$ cat src/rtl/riscv_core_mem_arbiter.sv
// Shares one memory port between I-cache refills, D-cache refills and D-cache
// write-through stores, one transaction at a time, and routes completion back.
module riscv_core_mem_arbiter #(
  parameter int ADDR_WIDTH      = 64,
  parameter int CORE_DATA_WIDTH = 64,
  parameter int AXI_DATA_WIDTH  = 256,
  parameter int TIMEOUT_CYCLES  = 1024
) (
  input  logic                         i_clk,
  input  logic                         i_rst,
  input  logic                         i_ic_read_req,
  input  logic [ADDR_WIDTH-1:0]        i_ic_read_address,
  output logic                         o_ic_read_done,
  output logic [AXI_DATA_WIDTH-1:0]    o_ic_read_data,
  input  logic                         i_dc_read_req,
  input  logic [ADDR_WIDTH-1:0]        i_dc_read_address,
  output logic                         o_dc_read_done,
  output logic [AXI_DATA_WIDTH-1:0]    o_dc_read_data,
  input  logic                         i_dc_write_valid,
  input  logic [ADDR_WIDTH-1:0]        i_dc_write_address,
  input  logic [CORE_DATA_WIDTH-1:0]   i_dc_write_data,
  input  logic [CORE_DATA_WIDTH/8-1:0] i_dc_write_strobe,
  output logic                         o_dc_write_done,
  output logic                         o_mem_read_req,
  output logic [ADDR_WIDTH-1:0]        o_mem_read_address,
  input  logic                         i_mem_read_done,
  input  logic [AXI_DATA_WIDTH-1:0]    i_mem_read_data,
  output logic                         o_mem_write_valid,
  output logic [ADDR_WIDTH-1:0]        o_mem_write_address,
  output logic [CORE_DATA_WIDTH-1:0]   o_mem_write_data,
  output logic [CORE_DATA_WIDTH/8-1:0] o_mem_write_strobe,
  input  logic                         i_mem_write_done,
  output logic                         o_busy,
  output logic                         o_timeout_err,
  output logic [1:0]                   o_dbg_state
);

  // Handshake: every requester (upstream req/valid and our downstream
  // req/valid) holds its request with a stable command until the matching
  // one-cycle done; the transfer completes in the cycle done is high, and a
  // done with no matching outstanding request is ignored.

  typedef enum logic [1:0] {
    IDLE  = 2'd0,
    RD_IC = 2'd1,
    RD_DC = 2'd2,
    WR_DC = 2'd3
  } state_t;

  localparam logic       PTR_IC      = 1'b0;
  localparam logic       PTR_DC      = 1'b1;
  localparam logic [15:0] TIMEOUT_LIM = 16'(TIMEOUT_CYCLES);
  localparam logic       WD_ENABLE   = (TIMEOUT_CYCLES != 0);

  state_t      state_q, state_next;
  logic        rr_ptr_q;
  logic [15:0] wd_cnt_q, wd_cnt_next;
  logic        grant_ic, grant_dc, grant_wr;
  logic        ic_done, dc_done, wr_done;
  logic        wd_set;

  always_comb begin
    state_next  = state_q;
    grant_ic    = 1'b0;
    grant_dc    = 1'b0;
    grant_wr    = 1'b0;
    ic_done     = 1'b0;
    dc_done     = 1'b0;
    wr_done     = 1'b0;
    wd_cnt_next = 16'd0;
    wd_set      = 1'b0;
    case (state_q)
      IDLE: begin
        // Stores first, then round-robin between the two refill sources.
        if (i_dc_write_valid) begin
          grant_wr = 1'b1;
        end else if (i_ic_read_req && i_dc_read_req) begin
          grant_ic = (rr_ptr_q == PTR_IC);
          grant_dc = (rr_ptr_q == PTR_DC);
        end else begin
          grant_ic = i_ic_read_req;
          grant_dc = i_dc_read_req;
        end
        if (grant_wr)      state_next = WR_DC;
        else if (grant_ic) state_next = RD_IC;
        else if (grant_dc) state_next = RD_DC;
      end
      RD_IC: begin
        ic_done = i_mem_read_done;
        if (ic_done) state_next = IDLE;
      end
      RD_DC: begin
        dc_done = i_mem_read_done;
        if (dc_done) state_next = IDLE;
      end
      WR_DC: begin
        wr_done = i_mem_write_done;
        if (wr_done) state_next = IDLE;
      end
      default: state_next = IDLE;
    endcase
    // Counter equals the number of busy cycles including the current one.
    if (state_next != IDLE) begin
      wd_cnt_next = (wd_cnt_q == 16'hFFFF) ? wd_cnt_q : wd_cnt_q + 16'd1;
      wd_set      = WD_ENABLE && (wd_cnt_next == TIMEOUT_LIM);
    end
  end

  always_ff @(posedge i_clk) begin
    if (i_rst) begin
      state_q             <= IDLE;
      rr_ptr_q            <= PTR_IC;
      wd_cnt_q            <= 16'd0;
      o_timeout_err       <= 1'b0;
      o_busy              <= 1'b0;
      o_mem_read_req      <= 1'b0;
      o_mem_read_address  <= '0;
      o_mem_write_valid   <= 1'b0;
      o_mem_write_address <= '0;
      o_mem_write_data    <= '0;
      o_mem_write_strobe  <= '0;
    end else begin
      state_q  <= state_next;
      wd_cnt_q <= wd_cnt_next;
      if (wd_set) o_timeout_err <= 1'b1;
      if (grant_wr) begin
        o_mem_write_valid   <= 1'b1;
        o_mem_write_address <= i_dc_write_address;
        o_mem_write_data    <= i_dc_write_data;
        o_mem_write_strobe  <= i_dc_write_strobe;
        o_busy              <= 1'b1;
      end
      if (grant_ic || grant_dc) begin
        o_mem_read_req     <= 1'b1;
        o_mem_read_address <= grant_ic ? i_ic_read_address : i_dc_read_address;
        rr_ptr_q           <= grant_ic ? PTR_DC : PTR_IC;
        o_busy             <= 1'b1;
      end
      if (ic_done || dc_done) begin
        o_mem_read_req <= 1'b0;
        o_busy         <= 1'b0;
      end
      if (wr_done) begin
        o_mem_write_valid <= 1'b0;
        o_busy            <= 1'b0;
      end
    end
  end

  assign o_ic_read_done  = ic_done;
  assign o_dc_read_done  = dc_done;
  assign o_dc_write_done = wr_done;
  assign o_ic_read_data  = ic_done ? i_mem_read_data : '0;
  assign o_dc_read_data  = dc_done ? i_mem_read_data : '0;
  assign o_dbg_state     = state_q;

endmodule

$ cat config.mk
export PLATFORM = sky130hd
export DESIGN_NAME = riscv_core_mem_arbiter
export DESIGN_NICKNAME = d
export VERILOG_FILES = /design/src/rtl/riscv_core_mem_arbiter.sv
export SDC_FILE = /design/constraint.sdc
export NUM_CORES = 1
export LEC_CHECK = 0
export ABC_CLOCK_PERIOD_IN_PS = 2700
export CAP_MARGIN = 10
export CORE_AREA = 5 5 489 491
export CTS_CLUSTER_SIZE = 20
export DETAILED_ROUTE_END_ITERATION = 10
export DIE_AREA = 0 0 494 496
export DONT_BUFFER_PORTS = 1
export SETUP_SLACK_MARGIN = 0.1
export SYNTH_ARGS = -nofsm -noshare
export SYNTH_HDL_FRONTEND = slang
export SYNTH_SLANG_ARGS = --single-unit
export TNS_END_PERCENT = 20
$ cat constraint.sdc
create_clock -name i_clk -period 2.7 [get_ports i_clk]
set_clock_uncertainty 0.15 [all_clocks]
set_input_delay 0.135 -clock i_clk [delete_from_list [all_inputs] [get_ports i_clk]]
set_output_delay 0.135 -clock i_clk [all_outputs]
set_load 0.03 [all_outputs]
==> impl_metrics.json <==
{
  "firstDrtPassIters": 6,
  "critPathLaunchType": "flip-flop",
  "timing.setup.tns_ps": 0,
  "cap_violations": 0,
  "dp_hpwl_mm": 199.6,
  "routabilityCongestion": 0.9744,
  "grt_pass1_vias": 17190,
  "clk_pin_slew_ps": 70,
  "relSlewSlack": 0.3311,
  "grt_overflow_total": 0,
  "pre_cts_ws_ps": 339.3,
  "hp-class": "input port to flip-flop",
  "final_cell_mix": "and3_1 (461), dlygate4sd3_1 (368), buf_12 (295)",
  "crit_fanout": 33,
  "vdd_drop_max_mv": 0.4147,
  "io_pins": 1248,
  "cts_buffers": 28,
  "vias_per_cell": 3.269,
  "nFillCells": 26860,
  "cts-root-buf": "clkbuf_16",
  "power_density_mw_per_mm2": 518.6,
  "start_util": 0.05304,
  "slew_violations": 0,
  "fmax_mhz": 380.7,
  "clockBufferDepth": 3,
  "syn_area_per_cell_um2": 7.446,
  "synth_top_cell_by_area": "dfxtp_1",
  "drt_iter0_markers": 1344,
  "end_kind": "output port",
  "clock_latency_ps": 650,
  "slowest_stage": "dfxtp_2",
  "status": "complete, but fails checks",
  "ctsHtreeMaxLevel": 1,
  "leakage_nw": 11.31,
  "grt_pass1_wl_mm": 258.1,
  "synth_cell_types": 50,
  "port_buffers": 0,
  "rsz0062_at_grt": "true",
  "drc": 0,
  "yosysWarnings": 0,
  "fin_util": 0.1207,
  "syn_inst": 1669,
  "via_count": 18370,
  "die_area_mm2": 0.2450,
  "chipWidth_um": 494,
  "fin_nets": 2875,
  "fin_crit_ps": 2627,
  "grt_antenna_before_repair": 217,
  "synth_area_leaders": "dfxtp_1 (36%), and3_1 (26%), nand2_1 (8.7%), a21oi_1 (6.0%), mux2i_1 (5.3%)",
  "syn_area_mm2": 0.01243,
  "min_period_over_period": 0.9729,
  "critPathKind": "flip-flop to output port",
  "drive_gt1_frac": 0.2472,
  "post_drt_wl_per_cell_um": 39.96,
  "rows": 178,
  "cts_tree": "yes",
  "drtAntennaViolNets": 0,
  "worst_path_most_repeated_cell": "buf_12",
  "synthToLayoutAreaGrowth_pct": 127.6,
  "finalHoldWorstSlack_ps": -410.1,
  "max_stage_delay_ps": 370,
  "ys_seq_elements": 223,
  "die_h_um": 496,
  "yosysSeqAreaShare": 0.3592,
  "routed_wl_mm": 224.5,
  "final_common_cell": "and3_1",
  "worst-endpoint-arrival_ps": 2340,
  "synth_top_area_share": 0.3592,
  "synth_edf_count": 0,
  "worst_pin_slew_ps": 1003,
  "hold_violations": 149,
  "synth-main-ff-cell": "dfxtp_1",
  "synth_nets": 2202,
  "failed_checks": "hold timing",
  "grt_use_total": 0.1719,
  "fin_ws_ps": 73.19,
  "path_cells": "buf_8 -> ha_4 -> buf_12 -> buf_16 -> and3_1 -> buf_12",
  "synthArstFlopShare": 0,
  "cts_num_sinks": 223,
  "grt_max_degree": 516,
  "core_area_mm2": 0.2343,
  "worst_ep_required_time_ps": 2410,
  "setup_viol": 0
}
[cells in the mapped netlist (2+ instances only)]
library cell / n
and3_1: 514
nand2_1: 288
dfxtp_1: 223
clkbuf_1: 171
a21oi_1: 148
nor2_1: 79
mux2i_1: 66
a211oi_1: 64
inv_1: 9
buf_2: 8
nor3_1: 8
buf_6: 7
and2_1: 6
buf_4: 6
ha_1: 6
nand3_1: 6
nand4_1: 6
o21ai_0: 6
xnor2_1: 6
nor4_1: 3
xor2_1: 3
a31oi_1: 2
a32oi_1: 2
and4_1: 2
nand2b_1: 2
nand3_2: 2
o21a_1: 2
or3_1: 2
[final cells by class]
| class | count | area, µm² | share of cell area |
|---|---|---|---|
| timing repair buffer | 836 | 11270 | 0.3984 |
| sequential | 223 | 4467 | 0.1580 |
| inverter | 9 | 33.78 | 0.001195 |
| clock inverter | 16 | 221.5 | 0.007831 |
| multi-input combinational | 1244 | 7341 | 0.2596 |
| antenna | 106 | 265.3 | 0.009380 |
| tap | 3150 | 3941 | 0.1394 |
| clock buffer | 34 | 743.2 | 0.02628 |
[critical path, delay by kind of cell, from the launching register on]
kind	cells	cell delay, ps
flip-flops	1	370
adder cells (fa/ha/maj)	1	220
AND/OR/NAND/NOR	1	250
buffers and inverters	4	740
[path summary, 6_finish.rpt]
check	from	to	slack [ps]	cells past startpoint
worst max-delay path	o_dbg_state[0]	o_ic_read_data[110]	70	6
worst min-delay path	i_rst	o_mem_read_address[47]	-410	1
worst max register to register	o_dbg_state[0]	o_mem_write_address[43]	200	8
worst min register to register	o_mem_read_address[39]	o_mem_read_address[39]	330	2
[kinds of logic (layout without fill, tap and decap cells)]
logic type               after synthesis  after routing  share of synthesized area
buffers and inverters                202            895                    0.06786
adder cells (fa/ha/maj)                6              6                   0.006041
multiplexers                          66             66                    0.05316
XOR/XNOR                               9              9                   0.006343
other                                  0            106                          0
AO/OA/AOI/OAI                        236            236                     0.1126
flip-flops                           223            223                     0.3592
AND/OR/NAND/NOR                      927            927                     0.3948
[flip-flops by register name, indices dropped and copies added (netlist names), 2 cells and up]
signal               cells
wd_cnt_q                16
o_mem_read_address      64
o_mem_write_data        64
o_mem_write_address     64
o_dbg_state              2
o_mem_write_strobe       8
[power by group]
group,internal (W),switching [W]
logic,0.00244,0.00380
clock network,0.00228,0.00175
registers,0.00361,0.000792
total,0.00833,0.00633
[metrics by stage]
| stage | power [W] | instances | hold WS [ps] | cell area [µm²] |
|---|---|---|---|---|
| floorplan | 0.006653 | 1669 | 98.07 | 12430 |
| global placement | 0.009676 | 5072 | 109.1 | 22660 |
| detailed placement | 0.009744 | 5072 | 114.4 | 22660 |
| CTS | 0.01479 | 5504 | -382.4 | 27720 |
| global route | 0.01535 | 5592 | -465.6 | 28210 |
| finish | 0.01467 | 5618 | -410.1 | 28280 |
[per-layer routing]
layer,vias up,track usage,wire (µm)
li1,7319,-,-
met1,8461,0.1544,68090
met2,1860,0.3089,108900
met3,705,0.1162,35800
met4,20,0.05582,11560
met5,-,0,150
[timing repair]
action / CTS / global route
setup endpoints to repair: 432 / 363
buffers inserted: 8 / 0
endpoints found under the hold margin: 222 / 155
gates cloned: 7 / 7
gates resized for setup: 35 / 47
hold buffers: 367 / 2
pin swaps: 2 / 0
Power figures use the tool's default switching activity.
